<file path="src/rtl/hazard_pkg.sv">
// Shared definitions for the pipeline hazard controller: FSM encoding,
// the NOP/bubble instruction and the load-use match helper.
package hazard_pkg;

  localparam logic [1:0] ST_RUN       = 2'd0;
  localparam logic [1:0] ST_LU_STALL  = 2'd1;
  localparam logic [1:0] ST_BUSY_HOLD = 2'd2;

  localparam int unsigned CNT_W = 3;

  // addi x0, x0, 0 -- what a flushed pipeline register holds
  localparam logic [31:0] NOP_INSTR = 32'h0000_0013;

  function automatic logic lu_hit_f(
    input logic       mem_read,
    input logic [4:0] rd,
    input logic [4:0] rs1,
    input logic       rs1_used,
    input logic [4:0] rs2,
    input logic       rs2_used
  );
    return mem_read && (rd != 5'd0) &&
           ((rs1_used && (rs1 == rd)) || (rs2_used && (rs2 == rd)));
  endfunction

endpackage

</file>
<file path="src/rtl/hazard_ctrl_sat_counter32.sv">
// 32-bit saturating event counter used for the hazard performance counters
// (instantiated only when HAZARD_PERF_CNT_EN is defined).
module sat_counter32 (
  input  logic        clk,
  input  logic        rst_n,
  input  logic        inc_i,
  output logic [31:0] count_o
);

  logic [31:0] count_q;
  logic [31:0] count_d;

  // Next count: hold at all-ones instead of wrapping.
  always_comb begin
    count_d = count_q;
    if (inc_i && (count_q != 32'hFFFF_FFFF)) begin
      count_d = count_q + 32'd1;
    end else begin
      count_d = count_q;
    end
  end

  // Count register.
  always_ff @(posedge clk or negedge rst_n) begin
    if (!rst_n) begin
      count_q <= 32'h0;
    end else begin
      count_q <= count_d;
    end
  end

  assign count_o = count_q;

endmodule

</file>
<file path="src/rtl/hazard_ctrl.sv">
// Stall/flush/redirect generation for the 5-stage pipeline.
// Optional performance counters: define HAZARD_PERF_CNT_EN.
module hazard_ctrl
  import hazard_pkg::*;
#(
  parameter int unsigned LOAD_USE_CYCLES = 1
) (
  input  logic        clk,
  input  logic        rst_n,
  input  logic [4:0]  id_rs1_addr_i,
  input  logic [4:0]  id_rs2_addr_i,
  input  logic        id_rs1_used_i,
  input  logic        id_rs2_used_i,
  input  logic [4:0]  ex_rd_addr_i,
  input  logic        ex_mem_read_en_i,
  input  logic        ex_redirect_i,
  input  logic [31:0] ex_redirect_target_i,
  input  logic        dmem_busy_i,
  output logic        pc_stall_o,
  output logic        if_id_stall_o,
  output logic        id_ex_stall_o,
  output logic        ex_mem_stall_o,
  output logic        if_id_flush_o,
  output logic        id_ex_flush_o,
  output logic        pc_redirect_o,
  output logic [31:0] pc_redirect_target_o
`ifdef HAZARD_PERF_CNT_EN
  ,
  output logic [31:0] perf_stall_cycles_o,
  output logic [31:0] perf_flush_count_o
`endif
);

  localparam logic [CNT_W-1:0] LU_RELOAD = CNT_W'(LOAD_USE_CYCLES - 1);
  localparam bit               LU_MULTI  = (LOAD_USE_CYCLES > 1);

  logic [1:0]       state_q, state_d;
  logic [CNT_W-1:0] cnt_q, cnt_d;
  logic [1:0]       sv_state_q, sv_state_d;
  logic [CNT_W-1:0] sv_cnt_q, sv_cnt_d;
  logic             pend_q, pend_d;
  logic [31:0]      pend_tgt_q, pend_tgt_d;

  logic             lu_hit;
  logic             release_s;
  logic [1:0]       eff_state;
  logic [CNT_W-1:0] eff_cnt;

  logic pc_stall_s, if_id_stall_s, id_ex_stall_s, ex_mem_stall_s;
  logic if_id_flush_s, id_ex_flush_s, redirect_s;
  logic [31:0] redirect_tgt_s;

  assign lu_hit = lu_hit_f(ex_mem_read_en_i, ex_rd_addr_i, id_rs1_addr_i,
                           id_rs1_used_i, id_rs2_addr_i, id_rs2_used_i);

  // Leaving BUSY_HOLD resumes the remembered state within the same cycle.
  assign release_s = (state_q == ST_BUSY_HOLD) && !dmem_busy_i;
  assign eff_state = release_s ? sv_state_q : state_q;
  assign eff_cnt   = release_s ? sv_cnt_q   : cnt_q;

  // Strobe and next-state decode, priority busy > pending > redirect > load-use.
  always_comb begin
    state_d        = state_q;
    cnt_d          = cnt_q;
    sv_state_d     = sv_state_q;
    sv_cnt_d       = sv_cnt_q;
    pend_d         = pend_q;
    pend_tgt_d     = pend_tgt_q;
    pc_stall_s     = 1'b0;
    if_id_stall_s  = 1'b0;
    id_ex_stall_s  = 1'b0;
    ex_mem_stall_s = 1'b0;
    if_id_flush_s  = 1'b0;
    id_ex_flush_s  = 1'b0;
    redirect_s     = 1'b0;
    redirect_tgt_s = 32'h0;

    if (dmem_busy_i) begin
      pc_stall_s     = 1'b1;
      if_id_stall_s  = 1'b1;
      id_ex_stall_s  = 1'b1;
      ex_mem_stall_s = 1'b1;
      state_d        = ST_BUSY_HOLD;
      if (state_q != ST_BUSY_HOLD) begin
        sv_state_d = state_q;
        sv_cnt_d   = cnt_q;
      end else begin
        sv_state_d = sv_state_q;
        sv_cnt_d   = sv_cnt_q;
      end
      if (ex_redirect_i && !pend_q) begin
        pend_d     = 1'b1;
        pend_tgt_d = ex_redirect_target_i;
      end else begin
        pend_d     = pend_q;
        pend_tgt_d = pend_tgt_q;
      end
    end else if (release_s && pend_q) begin
      redirect_s     = 1'b1;
      redirect_tgt_s = pend_tgt_q;
      if_id_flush_s  = 1'b1;
      id_ex_flush_s  = 1'b1;
      pend_d         = 1'b0;
      state_d        = ST_RUN;
      cnt_d          = {CNT_W{1'b0}};
      sv_state_d     = ST_RUN;
      sv_cnt_d       = {CNT_W{1'b0}};
    end else if (ex_redirect_i) begin
      redirect_s     = 1'b1;
      redirect_tgt_s = ex_redirect_target_i;
      if_id_flush_s  = 1'b1;
      id_ex_flush_s  = 1'b1;
      state_d        = ST_RUN;
      cnt_d          = {CNT_W{1'b0}};
    end else begin
      case (eff_state)
        ST_LU_STALL: begin
          pc_stall_s    = 1'b1;
          if_id_stall_s = 1'b1;
          id_ex_flush_s = 1'b1;
          if (eff_cnt <= {{(CNT_W-1){1'b0}}, 1'b1}) begin
            state_d = ST_RUN;
            cnt_d   = {CNT_W{1'b0}};
          end else begin
            state_d = ST_LU_STALL;
            cnt_d   = eff_cnt - {{(CNT_W-1){1'b0}}, 1'b1};
          end
        end
        default: begin
          if (lu_hit) begin
            pc_stall_s    = 1'b1;
            if_id_stall_s = 1'b1;
            id_ex_flush_s = 1'b1;
            if (LU_MULTI) begin
              state_d = ST_LU_STALL;
              cnt_d   = LU_RELOAD;
            end else begin
              state_d = ST_RUN;
              cnt_d   = {CNT_W{1'b0}};
            end
          end else begin
            state_d = ST_RUN;
            cnt_d   = {CNT_W{1'b0}};
          end
        end
      endcase
    end
  end

  // Controller state registers.
  always_ff @(posedge clk or negedge rst_n) begin
    if (!rst_n) begin
      state_q    <= ST_RUN;
      cnt_q      <= {CNT_W{1'b0}};
      sv_state_q <= ST_RUN;
      sv_cnt_q   <= {CNT_W{1'b0}};
      pend_q     <= 1'b0;
      pend_tgt_q <= 32'h0;
    end else begin
      state_q    <= state_d;
      cnt_q      <= cnt_d;
      sv_state_q <= sv_state_d;
      sv_cnt_q   <= sv_cnt_d;
      pend_q     <= pend_d;
      pend_tgt_q <= pend_tgt_d;
    end
  end

  // Strobes are combinational, so they must be masked while reset is held.
  assign pc_stall_o           = rst_n & pc_stall_s;
  assign if_id_stall_o        = rst_n & if_id_stall_s;
  assign id_ex_stall_o        = rst_n & id_ex_stall_s;
  assign ex_mem_stall_o       = rst_n & ex_mem_stall_s;
  assign if_id_flush_o        = rst_n & if_id_flush_s;
  assign id_ex_flush_o        = rst_n & id_ex_flush_s;
  assign pc_redirect_o        = rst_n & redirect_s;
  assign pc_redirect_target_o = rst_n ? redirect_tgt_s : 32'h0;

`ifdef HAZARD_PERF_CNT_EN
  sat_counter32 u_stall_cnt (
    .clk     (clk),
    .rst_n   (rst_n),
    .inc_i   (pc_stall_o),
    .count_o (perf_stall_cycles_o)
  );

  sat_counter32 u_flush_cnt (
    .clk     (clk),
    .rst_n   (rst_n),
    .inc_i   (id_ex_flush_o),
    .count_o (perf_flush_count_o)
  );
`endif

endmodule

</file>
<file path="config.mk">
export PLATFORM = sky130hd
export DESIGN_NAME = hazard_ctrl
export DESIGN_NICKNAME = d
export VERILOG_FILES = /design/src/rtl/hazard_pkg.sv /design/src/rtl/hazard_ctrl_sat_counter32.sv /design/src/rtl/hazard_ctrl.sv
export SDC_FILE = /design/constraint.sdc
export NUM_CORES = 1
export LEC_CHECK = 0
export BUFFER_PORTS_ARGS = -buffer_cell sky130_fd_sc_hd__buf_2
export CORE_MARGIN = 8
export CORE_UTILIZATION = 45
export CTS_CLUSTER_SIZE = 30
export DETAILED_ROUTE_END_ITERATION = 12
export GPL_TIMING_DRIVEN = 1
export MAX_ROUTING_LAYER = met4
export PLACE_DENSITY = 0.8
export SLEW_MARGIN = 20
export SYNTH_ARGS = -nofsm -noshare
export SYNTH_HDL_FRONTEND = slang
export SYNTH_SLANG_ARGS = --single-unit
</file>
<file path="constraint.sdc">
create_clock -name clk -period 4.1 [get_ports clk]
set_input_delay 0.82 -clock clk [delete_from_list [all_inputs] [get_ports clk]]
set_output_delay 0.82 -clock clk [all_outputs]
set_load 0.01 [all_outputs]
</file>
# Word-level counts from Yosys, hierarchy flattened
# Index checks and enable logic that the tools add are counted.
[word_totals]
reg_bits = 43
input_bits = 54
[classes]
n_addsub = 1
magnitude_cmp = 1
n_eq_ne = 7
mux = 36
bitwise = 4
n_reduce_logical = 15
[op_table]
columns = ["op", "n"]
rows = [
  ["two-way mux 32 bit", 4],
  ["two-way mux 3 bit", 8],
  ["two-way mux 1 bit", 16],
  ["two-way mux 2 bit", 8],
  ["equality test 5 bit", 2],
  ["logical AND 1 bit", 7],
  ["AND reduction 2 bit", 3],
  ["nonzero test 5 bit", 1],
  ["AND 1 bit", 4],
  ["!= test 2 x 1 -> 1 bit (second input constant)", 2],
  ["less-or-equal comparator 3 x 1 -> 1 bit (second input constant)", 1],
  ["subtractor 3 x 1 -> 3 bit (second input constant)", 1],
  ["equality test 2 x 1 -> 1 bit (second input constant)", 1],
  ["equality test 2 bit (second input constant)", 1],
  ["zero test 1 bit", 2],
  ["!= test 2 bit (second input constant)", 1],
  ["nonzero test 2 bit", 1],
  ["logical OR 1 bit", 1],
]

# Depth between registers and ports, before layout
# Gate-level depths: netlist of the first run.
[logic_depth]
ltp_word = 10
ltp_mapped = 9
depth_no_buf = 8

# Least setup slack after synthesis of the first run
# Ideal clock, no wire load.
[synth_timing]
path_kind = "input to output"
startpoint = "in dmem_busy_i"
endpoint = "out pc_stall_o"
t_arrival_ps = 1975
slack_ps = 1305
cell_stages = 7
n_path_buf = 3
cell_sequence = "buf_2 nor4bb_1 buf_2 nor2_1 o2111ai_1 o21ai_0 buf_4"
[synth_between]
elab_chain_cells = 9
[synth_rtl]
columns = ["element", "line_no", "source"]
rows = [
  ["from (decl)", "hazard_ctrl.sv:18", "input logic dmem_busy_i,"],
  ["zero test 1 bit", "hazard_ctrl.sv:57", "assign release_s = (state_q == ST_BUSY_HOLD) && !dmem_busy_i;"],
  ["logical AND 1 bit", "hazard_ctrl.sv:57", ""],
  ["two-way mux 2 bit", "hazard_ctrl.sv:58", "assign eff_state = release_s ? sv_state_q : state_q;"],
  ["equality test 2 x 1 -> 1 bit", "--", ""],
  ["two-way mux 1 bit (3 in series)", "--", ""],
  ["two-way mux 1 bit (*)", "--", ""],
  ["AND 1 bit (*)", "--", ""],
  ["to (decl)", "hazard_ctrl.sv:19", "output logic pc_stall_o,"],
]
# Every way passes the cells marked *; elsewhere a longest branch is shown, timed or not.

# Worst setup path after layout of the first run
[layout_timing]
startpoint = "in dmem_busy_i"
endpoint = "out pc_redirect_target_o[20]"
[layout_between]
elab_chain_cells = 6
[layout_rtl]
columns = ["element", "line_no", "source"]
rows = [
  ["zero test 1 bit", "hazard_ctrl.sv:57", ""],
  ["logical AND 1 bit", "hazard_ctrl.sv:57", ""],
  ["logical AND 1 bit", "hazard_ctrl.sv:98", "end else if (release_s && pend_q) begin"],
  ["two-way mux 32 bit", "hazard_ctrl.sv:98", ""],
  ["two-way mux 32 bit (*)", "hazard_ctrl.sv:78", "if (dmem_busy_i) begin"],
  ["two-way mux 32 bit (*)", "hazard_ctrl.sv:177", "assign pc_redirect_target_o = rst_n ? redirect_tgt_s : 32'h0;"],
  ["to (decl)", "hazard_ctrl.sv:26", "output logic [31:0] pc_redirect_target_o"],
]
# Marks and branches as above.

==> results of run 1 <==
worst max-delay path by stage:
stage	from	endpoint	depth (start not counted)	slack [ns]
after detailed placement	dmem_busy_i	pc_redirect_target_o[20]	6	0.85
after global routing	dmem_busy_i	pc_redirect_target_o[23]	6	0.64
after floorplan	dmem_busy_i	pc_stall_o	7	1.30
after CTS	dmem_busy_i	pc_redirect_target_o[20]	6	0.85
final	dmem_busy_i	pc_redirect_target_o[20]	6	0.87
after global placement	dmem_busy_i	pc_redirect_target_o[20]	6	0.88
state kept, by name, summed over array words and instances, names as in the netlist:
name,cells
cnt_q,3
sv_state_q,2
state_q,2
sv_cnt_q,3
pend_q,1
pend_tgt_q,32
kinds of logic (layout without fill, tap and decap cells):
logic type / Yosys count / after routing
simple gates: 93 / 93
compound gates: 58 / 58
flops: 43 / 43
mux: 36 / 36
buf+inv: 23 / 110
xor+xnor: 10 / 10
fa+ha+maj: 2 / 2
where the power goes:
group,total (mW),internal (mW),switching [mW]
Sequential,0.571,0.522,0.0491
Combinational,0.263,0.140,0.123
Clock,0.327,0.181,0.146
cell usage after synthesis (all sizes together) (2+ instances only):
library cell,instances
and2,2
nor2,8
a22o,2
o21bai,2
nand3,2
nand2b,5
mux2i,3
nor3,2
nand2,64
nor4,2
mux2,33
a21oi,38
buf,18
inv,5
xor2,8
o21ai,6
dfrtp,43
ha,2
xnor2,2
nor2b,2
cell type report:
class	instances	area, µm²	share of cell area
Clock buffer	5	68.82	0.02213
Clock inverter	3	43.79	0.01408
Inverter	5	18.77	0.006036
Multi-Input combinational cell	199	1314	0.4225
Sequential cell	43	1076	0.3461
Tap cell	72	90.09	0.02897
Timing Repair Buffer	97	498.0	0.1602
routing by layer:
layer	up-vias	GRT usage	part of all wire
met5	-	-	0
met4	0	0.06241	0.014
met3	5	0.04655	0.064
met2	72	0.2534	0.47
met1	1031	0.1725	0.45
li1	1080	-	-
metrics by stage:
step                      instance area (µm²)    util  hold WS, ns  total power [mW]
after floorplan                          2486       -       0.4793            0.7495
after global placement                   2997  0.5544       0.4870            0.8292
after detailed placement                 2997  0.5544       0.4923            0.8461
after CTS                                3109  0.5752       0.4503             1.177
after global routing                     3109  0.5752       0.4523             1.235
final                                    3109  0.5752       0.4514             1.161
critical path: cells and delay by family:
family | cells | cell delay (ns)
and+or+nand+nor | 2 | 0.60
AOI/OAI and AO/OA | 1 | 0.15
buffers and inverters | 3 | 0.83
==> results_dict.tcl, run 1 <==
set metrics [dict create \
    coreArea_mm2 0.005405 \
    cts-root-buf "clkbuf_8" \
    cts_tree "done" \
    crit_required_ns 3.28 \
    die_y_um 90.33 \
    fin_nets 407 \
    setup-tns-final_ns 0 \
    synth_fa_ha_area_frac 0.01007 \
    cp.arrival_ns 2.41 \
    rr_worst_depth 8 \
    r2r_end "cnt_q[2]$_DFFE_PN0N_" \
    clk_latency_ns 0.29 \
    initial_core_util 0.4600 \
    ant_nets 0 \
    wl_um 5977 \
    ios 93 \
    synth_mux_area_frac 0.1616 \
    ys_top_cells_by_area "dfrtp_1 43%, mux2_2 15%, nand2_1 9.7%, a21oi_1 7.6%, buf_2 2.8%" \
    synth-compound-area-share 0.1444 \
    synthCells 265 \
    r2r_start "state_q[0]$_DFF_PN0_" \
    p_leak_nw 1.547 \
    dp_slack_ns 0.8492 \
    hold_path.class "in -> async" \
    synth_flop_cell "dfrtp_1" \
    run_status "complete, no violations" \
    num_antenna_cells 0 \
    cts_htree_levels 2 \
    grt_pass1_vias 2279 \
    synth_area_mm2 0.002486 \
    drv_cap 0 \
    syn-num-nets 321 \
    cts_hold_buffers 0 \
    yosysUniqueCellTypes 40 \
    finalHoldViolCount 0 \
    layout.cells.non_filler 424 \
    max_freq_mhz 310.0 \
    grt_max_degree 34 \
    slowest_stage "nand2b_1" \
    vias_per_cell 5.160 \
    vdd_drop_max_v 0.0001918 \
    clk_pin_slew_ns 0.08 \
    gp_congestion 0.8011 \
    slew_viol_final 0 \
    dp_hpwl_um 4507 \
    placedCellCount 416 \
    netlist.area_leader.share 0.4328 \
    final_cell_mix "92 x buf_2, 64 x nand2_1, 43 x dfrtp_1" \
    synth_xor_area_frac 0.03523 \
    crit_chain "buf_2 -> nand2b_1 -> buf_4 -> nand2_1 -> a21oi_1 -> buf_2" \
    row_count 27 \
    post-route-min-period_ns 3.226 \
    grt_overflow 0 \
    clock-sinks 43 \
    synthArstFlopShare 1.000 \
    synth_edf_count 0 \
    critPathLaunchType "primary input" \
    crit_type "in -> out" \
    drt-pass1-iter-count 4 \
    ys_ff_latch 43 \
    yosysTopAreaCell "dfrtp_1" \
    portBuffers 92 \
    num_vias 2188 \
    ys.warnings.count 0 \
    setup_viol 0 \
    cts_buffers 5 \
    reg2reg_slack_ns 1.86 \
    final_common_cell "buf_2" \
    ys_seq_area_frac 0.4328 \
    drt_iter0_markers 82 \
    cts_setup_buffers 0 \
    cts_resized 0 \
    yosys.area_share.simple 0.1696 \
    antenna_found_initial 0 \
    finalWorstSetupSlack_ns 0.8739 \
    fillCellCount 485 \
    max_stage_delay_ns 0.53 \
    wl_per_cell_um 14.10 \
    grt_setup_unrepaired "no" \
    route.detailed.drc 0 \
    synth_top_family_by_area "simple AND/OR/NAND/NOR gates" \
    tightest_slew_ns 0.6353 \
    power_density_mw_per_mm2 373.5 \
    grt.total_usage 0.1546 \
    finClkSkew_ns 0.005861 \
    path_max_fanout 20 \
    slew_headroom 0.5764 \
    drive_above_1_share 0.4091 \
    avgSynthCellArea_um2 9.382 \
    die_w_um 90.33 \
    syn2layout_area_growth_pct 25.06 \
    die_area_mm2 0.008160 \
    fin_crit_sh 0.7869 \
    cts_max_path_buffers 2 \
    worst_setup_path_end_kind "primary output" \
    grt_pass1_wl_um 10340 \
    worst_path_most_repeated_cell "buf_2" \
]
Note: power is estimated with default switching activity, not from simulation.
==> run 2: changes to the inputs <==
==> constraint.sdc (replaced) <==
create_clock -name clk -period 3.25 [get_ports clk]
set_input_delay 0.65 -clock clk [delete_from_list [all_inputs] [get_ports clk]]
set_output_delay 0.65 -clock clk [all_outputs]
set_load 0.01 [all_outputs]
==> run 2 against run 1 <==
Against the previous run:
- clock power is 26% higher
- global-route usage is 0.40 points higher
- combinational power is 27% higher
- sequential power is 26% higher
- die area stayed put
- via count is 0.14% higher
- flip-flop and latch count stayed put
- sequential share of layout area is 0.083 points lower
- critical endpoint is now pc_redirect_target_o[23]
==> results_dict.tcl, run 2 (same netlist as run 1, synthesis figures left out) <==
set metrics [dict create \
    run_status "complete, no violations" \
    grt_pass1_wl_um 10650 \
    cts_buffers 5 \
    clk_pin_slew_ns 0.08 \
    syn2layout_area_growth_pct 25.36 \
    wl_um 6138 \
    fin_crit_sh 0.8621 \
    finalHoldViolCount 0 \
    grt.total_usage 0.1585 \
    clk_latency_ns 0.29 \
    setup-tns-final_ns 0 \
    grt_overflow 0 \
    hold_path.class "in -> async" \
    critPathLaunchType "flop" \
    fillCellCount 501 \
    final_common_cell "buf_2" \
    finClkSkew_ns 0.002622 \
    drive_above_1_share 0.4108 \
    max_stage_delay_ns 0.66 \
    tightest_slew_ns 0.8258 \
    dp_hpwl_um 4520 \
    portBuffers 92 \
    initial_core_util 0.4600 \
    rr_worst_depth 8 \
    antenna_found_initial 0 \
    die_area_mm2 0.008160 \
    drv_cap 0 \
    cts_setup_buffers 0 \
    cts-root-buf "clkbuf_8" \
    slowest_stage "o21ai_2" \
    crit_required_ns 2.60 \
    power_density_mw_per_mm2 471.4 \
    row_count 27 \
    vias_per_cell 5.155 \
    max_freq_mhz 356.9 \
    grt_max_degree 48 \
    largest_register_ffs 32 \
    worst_setup_path_end_kind "primary output" \
    num_antenna_cells 0 \
    grt_setup_unrepaired "no" \
    cp.arrival_ns 2.15 \
    die_y_um 90.33 \
    slew_viol_final 0 \
    top_regs "pend_tgt_q x32, cnt_q x3, sv_cnt_q x3" \
    crit_type "reg -> out" \
    crit_chain "nor4bb_4 -> o21ai_2 -> buf_4 -> a21oi_1 -> buf_2" \
    setup_viol 0 \
    route.detailed.drc 0 \
    finalWorstSetupSlack_ns 0.4483 \
    ant_nets 0 \
    drt-pass1-iter-count 4 \
    vdd_drop_max_v 0.0003106 \
    cts_hold_buffers 0 \
    top_register "pend_tgt_q" \
    ios 93 \
    dp_slack_ns 0.4914 \
    cts_max_path_buffers 2 \
    wl_per_cell_um 14.44 \
    grt_pass1_vias 2345 \
    gp_congestion 0.7672 \
    cts_resized 0 \
    coreArea_mm2 0.005405 \
    num_vias 2191 \
    final_cell_mix "92 x buf_2, 64 x nand2_1, 43 x dfrtp_1" \
    post-route-min-period_ns 2.802 \
    cts_htree_levels 2 \
    clock-sinks 43 \
    p_leak_nw 1.552 \
    slew_headroom 0.4494 \
    cts_tree "done" \
    path_max_fanout 19 \
    drt_iter0_markers 153 \
    die_w_um 90.33 \
    fin_nets 408 \
]
run 2: cell count changes in the layout (fill, tap and decap cells not counted):
cell,delta
buf_4,+1
run 2: final timing paths:
kind                                      startpoint                         end  slack [ns]
setup / recovery                state_q[1]$_DFF_PN0_    pc_redirect_target_o[23]        0.45
hold / removal                                 rst_n   pend_tgt_q[5]$_DFFE_PN0P_        0.47
setup reg to reg                state_q[0]$_DFF_PN0_        cnt_q[2]$_DFFE_PN0N_        1.03
hold reg to reg            pend_tgt_q[5]$_DFFE_PN0P_   pend_tgt_q[5]$_DFFE_PN0P_        0.51
max in group asynchronous                      rst_n  pend_tgt_q[17]$_DFFE_PN0P_        2.40
min in group clk           pend_tgt_q[5]$_DFFE_PN0P_   pend_tgt_q[5]$_DFFE_PN0P_        0.51
run 2: area by class of cell:
| cell class | count | area (µm²) | area share |
|---|---|---|---|
| Clock buffer | 5 | 68.82 | 0.02208 |
| Multi-Input combinational cell | 199 | 1314 | 0.4215 |
| Inverter | 5 | 18.77 | 0.006022 |
| Sequential cell | 43 | 1076 | 0.3452 |
| Tap cell | 72 | 90.09 | 0.02890 |
| Clock inverter | 3 | 43.79 | 0.01405 |
| Timing Repair Buffer | 98 | 505.5 | 0.1622 |
run 2: power breakdown:
group / internal, mW / switching (mW)
combinational: 0.177 / 0.158
clock: 0.229 / 0.185
sequential: 0.659 / 0.0619
run 2: metal layers:
layer,global-route usage,share of wire,vias up
met5,-,0,-
met1,0.1856,0.47,1042
met3,0.04988,0.054,4
met2,0.2534,0.47,66
met4,0.05132,0.010,0
li1,-,-,1079
run 2: through the flow:
stage / area (µm²) / total power [mW] / util / hold WS [ns] / std cells
2_1_floorplan: 2486 / 0.9456 / - / 0.3544 / 265
3_3_place_gp: 3004 / 1.048 / 0.5558 / 0.4870 / 417
3_5_place_dp: 3004 / 1.071 / 0.5558 / 0.4925 / 417
4_1_cts: 3117 / 1.492 / 0.5766 / 0.4763 / 425
5_1_grt: 3117 / 1.566 / 0.5766 / 0.5087 / 425
6_report: 3117 / 1.469 / 0.5766 / 0.4690 / 425
run 2: worst max-delay path: cells and delay by family, from the launching register on:
family / cells / cell delay, ns
AO/OA/AOI/OAI: 2 / 0.72
buffers and inverters: 2 / 0.48
flip-flops: 1 / 0.45
AND/OR/NAND/NOR: 1 / 0.20
